File: config.mk
export PLATFORM = sky130hd
export DESIGN_NAME = ad7886_rx
export DESIGN_NICKNAME = d
export VERILOG_FILES = /design/src/rtl/ad7886_rx.sv
export SDC_FILE = /design/constraint.sdc
export NUM_CORES = 1
export LEC_CHECK = 0
export ABC_AREA = 1
export BUFFER_PORTS_ARGS = -buffer_cell sky130_fd_sc_hd__buf_2
export CAP_MARGIN = 20
export CELL_PAD_IN_SITES_DETAIL_PLACEMENT = 0
export CELL_PAD_IN_SITES_GLOBAL_PLACEMENT = 1
export CORE_MARGIN = 4
export CORE_UTILIZATION = 30
export CTS_CLUSTER_DIAMETER = 50
export DETAILED_ROUTE_END_ITERATION = 16
export GPL_TIMING_DRIVEN = 0
export PLACE_DENSITY_LB_ADDON = 0.25
export SLEW_MARGIN = 20
export SYNTH_ARGS = -nofsm -noshare
export SYNTH_HDL_FRONTEND = slang
export SYNTH_SLANG_ARGS = --single-unit
File: constraint.sdc
create_clock -name clk -period 1.41 [get_ports clk]
set_input_delay 0.0705 -clock clk [delete_from_list [all_inputs] [get_ports clk]]
set_output_delay 0.0705 -clock clk [all_outputs]
set_load 0.05 [all_outputs]
File: src/rtl/ad7886_rx.sv
// AD7886 serial capture: one chip-select / SCLK frame per divided sample clock edge.
// Optional TWOS_COMP_EN: invert result MSB at capture (offset-binary -> two's complement).
module ad7886_rx #(
  parameter int SCLK_DIV   = 4,
  parameter int FRAME_BITS = 16,
  parameter int DATA_W     = 12
) (
  input  logic              clk,
  input  logic              rst,
  input  logic              sample_clk,
  input  logic              adc_sdata,
  output logic              adc_cs_n,
  output logic              adc_sclk,
  output logic [DATA_W-1:0] data,
  output logic              data_valid,
  output logic              overrun
);

  localparam int HC_W = (SCLK_DIV > 1) ? $clog2(SCLK_DIV) : 1;
  localparam int BC_W = $clog2(FRAME_BITS + 1);
  localparam logic [HC_W-1:0] HC_LAST = HC_W'(SCLK_DIV - 1);
  localparam logic [BC_W-1:0] BC_LAST = BC_W'(FRAME_BITS);

  typedef enum logic [1:0] {
    IDLE  = 2'd0,
    SETUP = 2'd1,
    SHIFT = 2'd2,
    DONE  = 2'd3
  } state_t;

  state_t            state_reg, state_next;
  logic [2:0]        sync_reg;
  logic              start;
  logic [HC_W-1:0]   hc_reg, hc_next;
  logic [BC_W-1:0]   bc_reg, bc_next;
  // Only the trailing DATA_W bits of a frame form the result; the leading
  // frame bits are shifted out of the top and never needed.
  logic [DATA_W-1:0] shift_reg, shift_next;
  logic              cs_n_reg, cs_n_next;
  logic              sclk_reg, sclk_next;
  logic [DATA_W-1:0] data_reg, data_next;
  logic              valid_reg, valid_next;
  logic              overrun_reg, overrun_next;
  logic [DATA_W-1:0] capture;

  // Two synchroniser flops plus one history flop for rising-edge detection.
  always_ff @(posedge clk or negedge rst) begin
    if (!rst) begin
      sync_reg <= 3'b000;
    end else begin
      sync_reg <= {sync_reg[1:0], sample_clk};
    end
  end

  assign start = sync_reg[1] & ~sync_reg[2];

`ifdef TWOS_COMP_EN
  assign capture = {~shift_reg[DATA_W-1], shift_reg[DATA_W-2:0]};
`else
  assign capture = shift_reg;
`endif

  always_ff @(posedge clk or negedge rst) begin
    if (!rst) begin
      state_reg   <= IDLE;
      hc_reg      <= '0;
      bc_reg      <= '0;
      shift_reg   <= '0;
      cs_n_reg    <= 1'b1;
      sclk_reg    <= 1'b1;
      data_reg    <= '0;
      valid_reg   <= 1'b0;
      overrun_reg <= 1'b0;
    end else begin
      state_reg   <= state_next;
      hc_reg      <= hc_next;
      bc_reg      <= bc_next;
      shift_reg   <= shift_next;
      cs_n_reg    <= cs_n_next;
      sclk_reg    <= sclk_next;
      data_reg    <= data_next;
      valid_reg   <= valid_next;
      overrun_reg <= overrun_next;
    end
  end

  always_comb begin
    state_next   = state_reg;
    hc_next      = hc_reg;
    bc_next      = bc_reg;
    shift_next   = shift_reg;
    cs_n_next    = cs_n_reg;
    sclk_next    = sclk_reg;
    data_next    = data_reg;
    valid_next   = 1'b0;
    overrun_next = start && (state_reg != IDLE);

    case (state_reg)
      IDLE: begin
        cs_n_next = 1'b1;
        sclk_next = 1'b1;
        if (start) begin
          state_next = SETUP;
          cs_n_next  = 1'b0;
          hc_next    = '0;
          bc_next    = '0;
          shift_next = '0;
        end
      end

      SETUP: begin
        if (hc_reg == HC_LAST) begin
          hc_next    = '0;
          sclk_next  = 1'b0;
          state_next = SHIFT;
        end else begin
          hc_next = hc_reg + 1'b1;
        end
      end

      SHIFT: begin
        // sclk_reg doubles as the half-period phase: low phase ends with a
        // rising edge and a data capture, high phase ends the bit.
        if (hc_reg != HC_LAST) begin
          hc_next = hc_reg + 1'b1;
        end else begin
          hc_next = '0;
          if (!sclk_reg) begin
            sclk_next  = 1'b1;
            shift_next = {shift_reg[DATA_W-2:0], adc_sdata};
            bc_next    = bc_reg + 1'b1;
          end else if (bc_reg == BC_LAST) begin
            state_next = DONE;
            cs_n_next  = 1'b1;
            data_next  = capture;
            valid_next = 1'b1;
          end else begin
            sclk_next = 1'b0;
          end
        end
      end

      DONE: begin
        cs_n_next  = 1'b1;
        sclk_next  = 1'b1;
        state_next = IDLE;
      end

      default: begin
        state_next = IDLE;
        cs_n_next  = 1'b1;
        sclk_next  = 1'b1;
      end
    endcase
  end

  assign adc_cs_n   = cs_n_reg;
  assign adc_sclk   = sclk_reg;
  assign data       = data_reg;
  assign data_valid = valid_reg;
  assign overrun    = overrun_reg;

endmodule

=== Word level (Yosys, flattened, before mapping) ===
Cells that the tools add are included.

* Register bits: 40
* Bits in latches: 0
* RAM bits: 0
* Bits in read-only memories: 0
* Input bits: 4
* Output and inout port bits: 16
* Logic and storage cells: 71
* Memories kept: 0

* $add $sub $neg: 2
* Multipliers: 0
* Div/mod/pow operators: 0
* Magnitude comparators: 0
* Eq/ne operators: 12
* Shift operators: 0
* Multiplexer cells: 31
* Bitwise gates (word level): 3
* Reduce and logical (&&, ||, !) cells: 13

{| class="wikitable"
|+ Operators with widths
! cell !! number
|-
| two-way mux 12 bit || 3
|-
| case mux 12 bit (2 select lines) || 1
|-
| two-way mux 2 bit || 8
|-
| two-way mux 5 bit || 3
|-
| inequality test 2 bit (second input constant) || 7
|-
| AND reduction 4 bit || 3
|-
| two-way mux 1 bit || 11
|-
| case mux 5 bit (2 select lines) || 1
|-
| case mux 2 bit (4 select lines) || 1
|-
| == test 2 bit (second input constant) || 3
|-
| case mux 1 bit (3 select lines) || 2
|-
| case mux 2 bit (3 select lines) || 1
|-
| nonzero test 3 bit || 2
|-
| adder 5 x 1 -> 5 bit (second input constant) || 1
|-
| == test 5 bit (second input constant) || 1
|-
| AND reduction 5 bit || 1
|-
| AND reduction 2 bit || 2
|-
| nonzero test 2 bit || 2
|-
| adder 2 x 1 -> 2 bit (second input constant) || 1
|-
| == test 2 x 1 -> 1 bit (second input constant) || 1
|-
| zero test 2 bit || 1
|-
| inverter 1 bit || 2
|-
| OR reduction 2 bit || 1
|-
| AND 1 bit || 1
|-
| logical AND 1 bit || 1
|}

=== Longest topological paths before layout ===
Gate-level depths: netlist of the first run.

* Word-level depth: 5
* Gate-level depth with buffers: 11
* Mapped depth without buffers: 10

=== Least setup slack after synthesis of the first run ===
OpenSTA, ideal clock, no wires.

* Kind: register to register
* From: register state_reg[0]
* To: register bc_reg[4]
* Library setup time: 0.127 ns
* Arrival time: 1.338 ns
* Required time: 1.283 ns
* Slack: -0.055 ns
* Cell stages (with the launch flop): 11
* Buffers on the path: 2
* Clock period less this slack: 1.465 ns
* Cells stage by stage: dfrtp_1 -> inv_1 -> ha_1 -> buf_6 -> inv_4 -> nand2_2 -> nand2_1 -> nand2_2 -> buf_4 -> nand2_1 -> o21ai_0

* Word-level cells in the longest chain between the ends: 3
* Elaborated cells between the ends (all ways): 8
* Those cells by class: eq/ne (4); mux (1); reduce/logical (3)

{| class="wikitable"
|+ Ends and longest elaborated chain
! element !! RTL line !! RTL
|-
| start: declaration || 31 || <nowiki>state_t state_reg, state_next;</nowiki>
|-
| start signal: assignment || 75 || <nowiki>state_reg <= state_next;</nowiki>
|-
| == test 2 bit or zero test 2 bit (tied branches) || 98 || <nowiki>case (state_reg)</nowiki>
|-
| inequality test 2 bit (no line) or nonzero test 2 bit (tied branches) || n/a ||
|-
| AND reduction 4 bit (no line) || n/a ||
|-
| end signal: assignment || 77 || <nowiki>bc_reg <= bc_next;</nowiki>
|-
| end: declaration || 35 || <nowiki>logic [BC_W-1:0] bc_reg, bc_next;</nowiki>
|}

Several ways; a longest one is shown, not always the timed one.
A chain may end at the register's enable or synchronous reset.

=== Worst setup path after layout of the first run ===
* From: register state_reg[0]
* To: register shift_reg[6] (netlist: capture[6])

* Word-level cells in the longest chain between the ends: 3
* Elaborated cells between the ends (all ways): 8
* Those cells by class: eq/ne (4); mux (1); reduce/logical (3)

{| class="wikitable"
|+ Ends and longest elaborated chain
! element !! RTL line !! RTL
|-
| == test 2 bit or zero test 2 bit (tied branches) || 98 ||
|-
| inequality test 2 bit (no line) or nonzero test 2 bit (tied branches) || n/a ||
|-
| AND reduction 4 bit (no line) || n/a ||
|-
| end signal: assignment || 78 || <nowiki>shift_reg <= shift_next;</nowiki>
|-
| end: declaration || 38 || <nowiki>logic [DATA_W-1:0] shift_reg, shift_next;</nowiki>
|}

Several ways; a longest one is shown, not always the timed one.

==> summary.txt, run 1 <==
Final layout
  • Layout Utilization: between 40% and 50%
  • Seq. cell area: around 0.0010 mm2
  • Ant. Diodes: 0
  • Post-Layout Cell Count: between 300 and 400
  • Final #Nets: 275
  • Area growth syn-to-layout: 29.4%
  • Layout cell share with drive strength beyond 1: 33.1%
  • Footprint of the multi-input gates: roughly 800 um2
  • Post-route cell area: 0.00240 mm2
  • Number of fill cells: 621

Logic synthesis
  • Synth warn: 0
  • Post-synthesis sequential area ratio: 54.2%
  • Syn nets: 228
  • Post-synthesis xor/xnor area fraction: 0.473%
  • Primary FF master, synth: dfrtp_1
  • Cells after synthesis: 215
  • Syn avg cell area: 8.62 um2
  • Library cells used by synthesis: 22
  • Synth Register Bits: 40
  • Multiplexer share of the synthesized area: 0%
  • Post-synth EDFFs: 0
  • Post-synth ARST share: between 90% and 100%
  • Main combinational cell family by area after synthesis: simple AND/OR/NAND/NOR gates
  • Cell area after synthesis: 0.00185 mm2
  • Compound-Gate Fraction of Synth Area: 2.16%
  • Adder-Cell Fraction of Synth Area: 6.08%
  • Post-synthesis simple-gate area fraction: between 20 and 30%

Detailed routing
  • DR pass1 iterations: 4
  • Post-route ant nets: 0
  • Routed length per instance: ~11 um
  • Residual DRC count: 0
  • Vias: 1,413
  • Initial DRC Count: 80
  • Vias per cell: 4.18
  • Total wire length: approximately 3.8 mm

Worst setup path
  • Critical Path Sink Type: flip-flop
  • Critical path class: reg -> reg
  • Critical path's top delay family: simple AND/OR/NAND/NOR gates
  • Critical Path Start Type: flip-flop
  • Slowest stage cell, crit path: dfrtp_2
  • Critical path peak fanout: 7
  • Critical Path AT: 1.64 ns
  • Most frequent CP cell: nand2_1
  • Critical path's largest stage delay: 0.43 ns
  • WP depth: 9
  • Worst EP required: roughly 1.6 ns
  • R2r worst-path depth: 9
  • Worst-path cell chain: inv_4 -> ha_4 -> nand3_2 -> nand2_2 -> nand2_4 -> nor2_4 -> buf_6 -> nand2_1 -> nand2_1
  • Buf/Inv on CP: 2

STA
  • Fin crit share: between 90 and 100%
  • Worst hold slack: around 0.35 ns
  • F_max: approximately 0.7 GHz
  • RSZ-0062 raised after global routing: yes
  • Final setup violation count: 0
  • Final hold vios: 0
  • Worst setup margin: 0.00631 ns
  • Worst-margin pin slew: around 0.88 ns
  • Final min period: around 1.4 ns
  • Worst Clk Skew: 0.00659 ns
  • Final Max Slew Viols: 0
  • Slew headroom: between 40% and 50%

Floorplan
  • Number of I/O pins: 20
  • Starting Density: 31.1%
  • Row cnt: 28
  • Die Width: 86.6 um
  • Die Y: 86.6 um
  • Core Box Area: ~0.006 mm2
  • Die area: roughly 0.0075 mm2

Job
  • # Max-Cap Violations: 0

GRT
  • Global routing usage on met3: 2.66%
  • Gr usage total: 11.2%
  • First-pass GRT wire length: 6.58 mm
  • GR met2 Demand/Resource: 17.1%
  • Initial antenna violation count: 0
  • Largest net degree at the start of global routing: 41
  • Met1 Resource Use GR: 15.4%
  • Global route hottest layer: met2
  • Vias in the first global route: between 1,000 and 1,500
  • Overflow after GRT: 0

Place
  • Dpl cell area: 0.00205 mm2
  • Dpl ws: -0.244 ns
  • # port buffers: 19
  • Placer Congestion: 0.769
  • Placed insts: 309
  • Hpwl dp: around 2.4 mm

Clocking
  • Reg clk slew, reported paths: 0.08 ns
  • Num CTS Buffers: 5
  • Worst-Skew Late Latency: 0.29 ns
  • CTS Buffer Depth: 2
  • Clock sinks: 40
  • CTS H-tree lvls: 2
  • CTS root buf: clkbuf_8
  • CTS tree: done

Outcome
  • Outcome: finished, final reports clean

Worst hold path
  • Hold path depth: 0
  • Worst min-delay path category: reg -> reg

Power and ir drop
  • PwrDens: 1650 mW/mm2
  • Leak pwr: 1.34 nW
  • IR drop worst, VDD: 872 uV
==> logic make-up after synthesis <==
logic type | after synthesis
fa+ha+maj | 9
simple gates | 133
buf+inv | 24
flops | 40
xor+xnor | 1
compound gates | 8
==> power breakdown <==
group	switching (mW)	internal [mW]	leakage (nW)	total, mW
Clock	0.414	0.345	0.0479	0.759
Sequential	0.104	1.31	0.537	1.41
Combinational	1.04	0.755	0.756	1.79
==> placed cells by master (no fill, tap or decap), drive strengths merged <==
| cell type | synthesis | final |
|---|---|---|
| nand2 | 106 | 106 |
| buf | 7 | 44 |
| inv | 16 | 16 |
| dlygate4sd3 | 0 | 3 |
| dfstp | 2 | 2 |
| dfrtp | 38 | 38 |
| a21oi | 1 | 1 |
| nand3 | 11 | 11 |
| o21ai | 7 | 7 |
| nand4 | 3 | 3 |
| clkinv | 1 | 4 |
| xor2 | 1 | 1 |
| nor2 | 11 | 11 |
| clkbuf | 0 | 5 |
| ha | 9 | 9 |
| nand3b | 2 | 2 |
==> metal layers <==
metal / wire length (um) / up-vias
met2: 1630 / 18
met3: 120 / 5
met4: 67 / 0
met5: 0 / -
met1: 1950 / 631
li1: - / 759
==> path summary, 6_finish.rpt <==
kind,from,end,slack [ns]
min in group asynchronous,rst,data[11],0.43
setup reg to reg,state_reg[0],capture[6],0.006
setup / recovery,state_reg[0],capture[6],0.006
hold reg to reg,sync_reg[0],sync_reg[1],0.35
hold / removal,sync_reg[0],sync_reg[1],0.35
max in group asynchronous,rst,state_reg[0],0.37
==> cell type report <==
class	count	area share, %
Buffer	6	2.66
Clock inverter	3	0.782
Clock buffer	5	2.87
Tap cell	75	3.91
Multi-Input combinational cell	151	33.2
Inverter	17	3.18
Sequential cell	40	41.9
Timing Repair Buffer	41	11.5
==> through the flow <==
step	setup TNS, ns	total power [mW]
after floorplan	-0.540	2.42
after global placement	-4.99	2.73
after detailed placement	-5.03	2.72
after CTS	-0.542	3.79
after global routing	-0.985	4.28
final	0	3.97
==> synth_stat cells (2+ instances only) <==
cell / instances / area, um2
dfstp_2: 2 / 52.6
nand3_1: 10 / 50.1
nand2_2: 3 / 18.8
buf_4: 2 / 15.0
dfrtp_1: 38 / 951
ha_1: 9 / 113
nand2_1: 103 / 387
buf_6: 4 / 45.0
nor2_4: 2 / 22.5
inv_1: 14 / 52.6
nand3b_1: 2 / 15.0
o21ai_1: 3 / 15.0
nor2_1: 9 / 33.8
o21ai_0: 4 / 20.0
nand4_1: 3 / 18.8
==> timing repair <==
item,CTS,global route
setup buffers,11,6
resized for setup,14,23
setup endpoints to repair,35,31
endpoints found under the hold margin,40,0
pin swaps,3,7
hold buffers,3,0
cloned,2,0
(Power assumes the default switching activity.)
==> inputs of run 2 (changes only) <==
REMOVE_ABC_BUFFERS = 1   (was not set)
==> run 2 against run 1 <==
- clock skew up 0.00097 ns
- routed wire length up 8.8%
- core utilization down 0.10 points
- worst hold slack better by 0.012 ns
- via count up 1.8%
- non-clock buffer count down 13
- count of clock-buffer cells in the layout unchanged
- maximum frequency about the same
- critical path type unchanged
- critical endpoint is now data[2]
- largest power group unchanged
- highest routed layer unchanged
==> summary.txt, run 2 (same netlist as run 1, synthesis figures left out) <==
Outcome
  • Outcome: finished, final reports clean

Floorplan
  • Die Y: 86.6 um (unchanged)
  • Die area: 0.00750 mm2 (unchanged)
  • Number of I/O pins: 20 (unchanged)
  • Starting Density: 31.1% (unchanged)
  • Core Box Area: 0.00596 mm2 (unchanged)
  • Row cnt: 28 (unchanged)
  • Die Width: 86.6 um (unchanged)

Place
  • Placed insts: 302 (-2.3%)
  • # port buffers: 19 (unchanged)
  • Dpl ws: -0.701 ns (-0.458 ns)
  • Hpwl dp: 2.33 mm (-1.7%)
  • Dpl cell area: 0.00198 mm2 (-3.5%)
  • Placer Congestion: 0.721 (-6.3%)

GRT
  • First-pass GRT wire length: 7.03 mm (+6.9%)
  • Overflow after GRT: 0 (unchanged)
  • Initial antenna violation count: 0 (unchanged)
  • Gr usage total: 12.0% (+0.80 points)
  • Vias in the first global route: 1,501 (+6.2%)
  • Largest net degree at the start of global routing: 41 (unchanged)

Detailed routing
  • Residual DRC count: 0 (unchanged)
  • Vias: 1,439 (+1.8%)
  • Post-route ant nets: 0 (unchanged)
  • Initial DRC Count: 35 (-56%)
  • Vias per cell: 4.40 (+5.3%)
  • Routed length per instance: 12.6 um (+13%)
  • Total wire length: 4.11 mm (+8.8%)
  • DR pass1 iterations: 4 (unchanged)

Worst setup path
  • Worst EP required: 1.65 ns (about the same)
  • R2r worst-path depth: 9 (unchanged)
  • Critical Path Sink Type: flip-flop
  • Buf/Inv on CP: 4 (+2)
  • Worst-path cell chain: inv_2 -> ha_4 -> buf_4 -> nand3_2 -> inv_4 -> nand2_8 -> clkinv_8 -> nand2_1 -> nand2_1
  • Critical path's top delay family: buffers and inverters
  • Worst R2R Start: state_reg[0]
  • Slowest stage cell, crit path: dfrtp_1
  • Critical Path AT: 1.64 ns (about the same)
  • Critical Path Start Type: flip-flop
  • Critical path peak fanout: 8 (+1)
  • Most frequent CP cell: nand2_1
  • Critical path's largest stage delay: 0.40 ns (-0.03 ns)
  • Critical path class: reg -> reg
  • R2R Setup Slk: 0.007 ns (about the same)
  • Worst R2R End: data[2]

STA
  • Worst Clk Skew: 0.00756 ns (+0.000973 ns)
  • RSZ-0062 raised after global routing: yes
  • Fin crit share: 99.5% (about the same)
  • Final min period: 1.40 ns (-0.000254 ns)
  • Worst-margin pin slew: 0.905 ns (+0.0221 ns)
  • Slew headroom: 39.7% (-1.5 points)
  • Final hold vios: 0 (unchanged)
  • Final Max Slew Viols: 0 (unchanged)
  • Final setup violation count: 0 (unchanged)
  • Worst setup margin: 0.00656 ns (+0.000254 ns)
  • F_max: 0.713 GHz (about the same)

Power and ir drop
  • Seq pwr share: 32.8% (-2.8 points)
  • Switching Fraction: 36.8% (-2.5 points)
  • Sw power: 1.57 mW (+1.1%)
  • Pint: 2.70 mW (+12%)
  • Clk pwr share: 25.9% (+6.8 points)
  • PwrDens: 1790 mW/mm2 (+8.2%)
  • Comb power frac: 41.3% (-3.9 points)
  • Leak pwr: 1.31 nW (-2.5%)
  • IR drop worst, VDD: 1050 uV (+20%)

Clocking
  • CTS root buf: clkbuf_8
  • Clock sinks: 40 (unchanged)
  • CTS H-tree lvls: 2 (unchanged)
  • Worst-Skew Late Latency: 0.29 ns (about the same)
  • CTS tree: done
  • Num CTS Buffers: 5 (unchanged)
  • CTS Buffer Depth: 2 (unchanged)
  • Reg clk slew, reported paths: 0.08 ns (about the same)

Worst hold path
  • Min-Delay Startpoint: sync_reg[0]
  • Hold worst-path end: sync_reg[1]
  • Worst min-delay path category: reg -> reg
  • Hold path depth: 0 (unchanged)

Final layout
  • Layout cell share with drive strength beyond 1: 27.0% (-6.1 points)
  • Seq. cell area: 0.00100 mm2 (-0.25%)
  • Footprint of the multi-input gates: 833 um2 (+4.7%)
  • Post-Layout Cell Count: 327 (-3.3%)
  • Area growth syn-to-layout: 29.1%
  • Number of fill cells: 634 (+2.1%)
  • Most common cell after layout, fill and taps aside: nand2_1
  • Ant. Diodes: 0 (unchanged)
  • Post-route cell area: 0.00239 mm2 (-0.26%)
  • Final #Nets: 265 (-3.6%)
  • Most frequent cells in the layout: nand2_1 (99), dfrtp_1 (38), buf_2 (19), buf_4 (10), inv_1 (9)
  • Layout Utilization: 40.2% (-0.10 points)

Job
  • # Max-Cap Violations: 0 (unchanged)
==> run 2: power by group through the flow <==
stage	registers [mW]	logic (mW)	clock network [mW]
2_1_floorplan	1.55	0.772	0
3_3_place_gp	1.45	1.18	0
3_5_place_dp	1.45	1.16	0
4_1_cts	1.39	1.67	1.14
5_1_grt	1.42	1.98	1.19
6_report	1.40	1.77	1.11
==> run 2: through the flow <==
stage	setup TNS (ns)	hold WS [ns]	power [mW]
floorplan	-5.22	-0.225	2.32
global placement	-20.10	0.183	2.63
detailed placement	-19.43	0.187	2.61
CTS	-0.00145	0.370	4.21
global route	-1.53	0.381	4.59
finish	0	0.365	4.28
==> run 2: how the worst max path moves through the flow <==
stage	startpoint	end	slack [ns]	cells past startpoint
after floorplan	state_reg[0]	bc_reg[1]	-0.26	8
after global placement	state_reg[0]	capture[7]	-0.73	8
after detailed placement	state_reg[0]	capture[1]	-0.70	8
after CTS	state_reg[0]	capture[0]	-0.001	9
after global routing	state_reg[0]	capture[2]	-0.09	9
final	state_reg[0]	data[2]	0.007	9
==> run 2: timing repair <==
action | in CTS | in global routing
hold buffers | 3 | 0
gates resized for setup | 17 | 15
buffers inserted | 9 | 3
pin swaps | 3 | 2
gates cloned | 1 | 2
endpoints found under the setup margin | 36 | 34
hold endpoints to repair | 40 | 0
==> run 2: worst reg2reg max path, stage by stage, from the launching register on <==
cell	delay, ns
dfrtp_1	0.40
inv_2	0.10
ha_4	0.20
buf_4	0.13
nand3_2	0.10
inv_4	0.11
nand2_8	0.11
clkinv_8	0.09
nand2_1	0.06
nand2_1	0.05
==> run 2: area by class of cell <==
| class | instances | share of cell area (%) |
|---|---|---|
| inverters | 17 | 3.40 |
| clock buffers | 5 | 2.88 |
| repair buffers | 34 | 10.0 |
| multi-input cells | 153 | 34.8 |
| well taps | 75 | 3.92 |
| repair inverters | 1 | 0.471 |
| flip-flops and latches | 40 | 41.9 |
| clock inverters | 2 | 2.51 |
==> run 2: routing by layer <==
metal	routed length, um	up-vias	GRT usage [%]
li1	-	739	-
met1	2080	677	15.6
met2	1830	18	18.8
met3	143	5	2.95
met4	62	0	5.52
met5	0	-	0
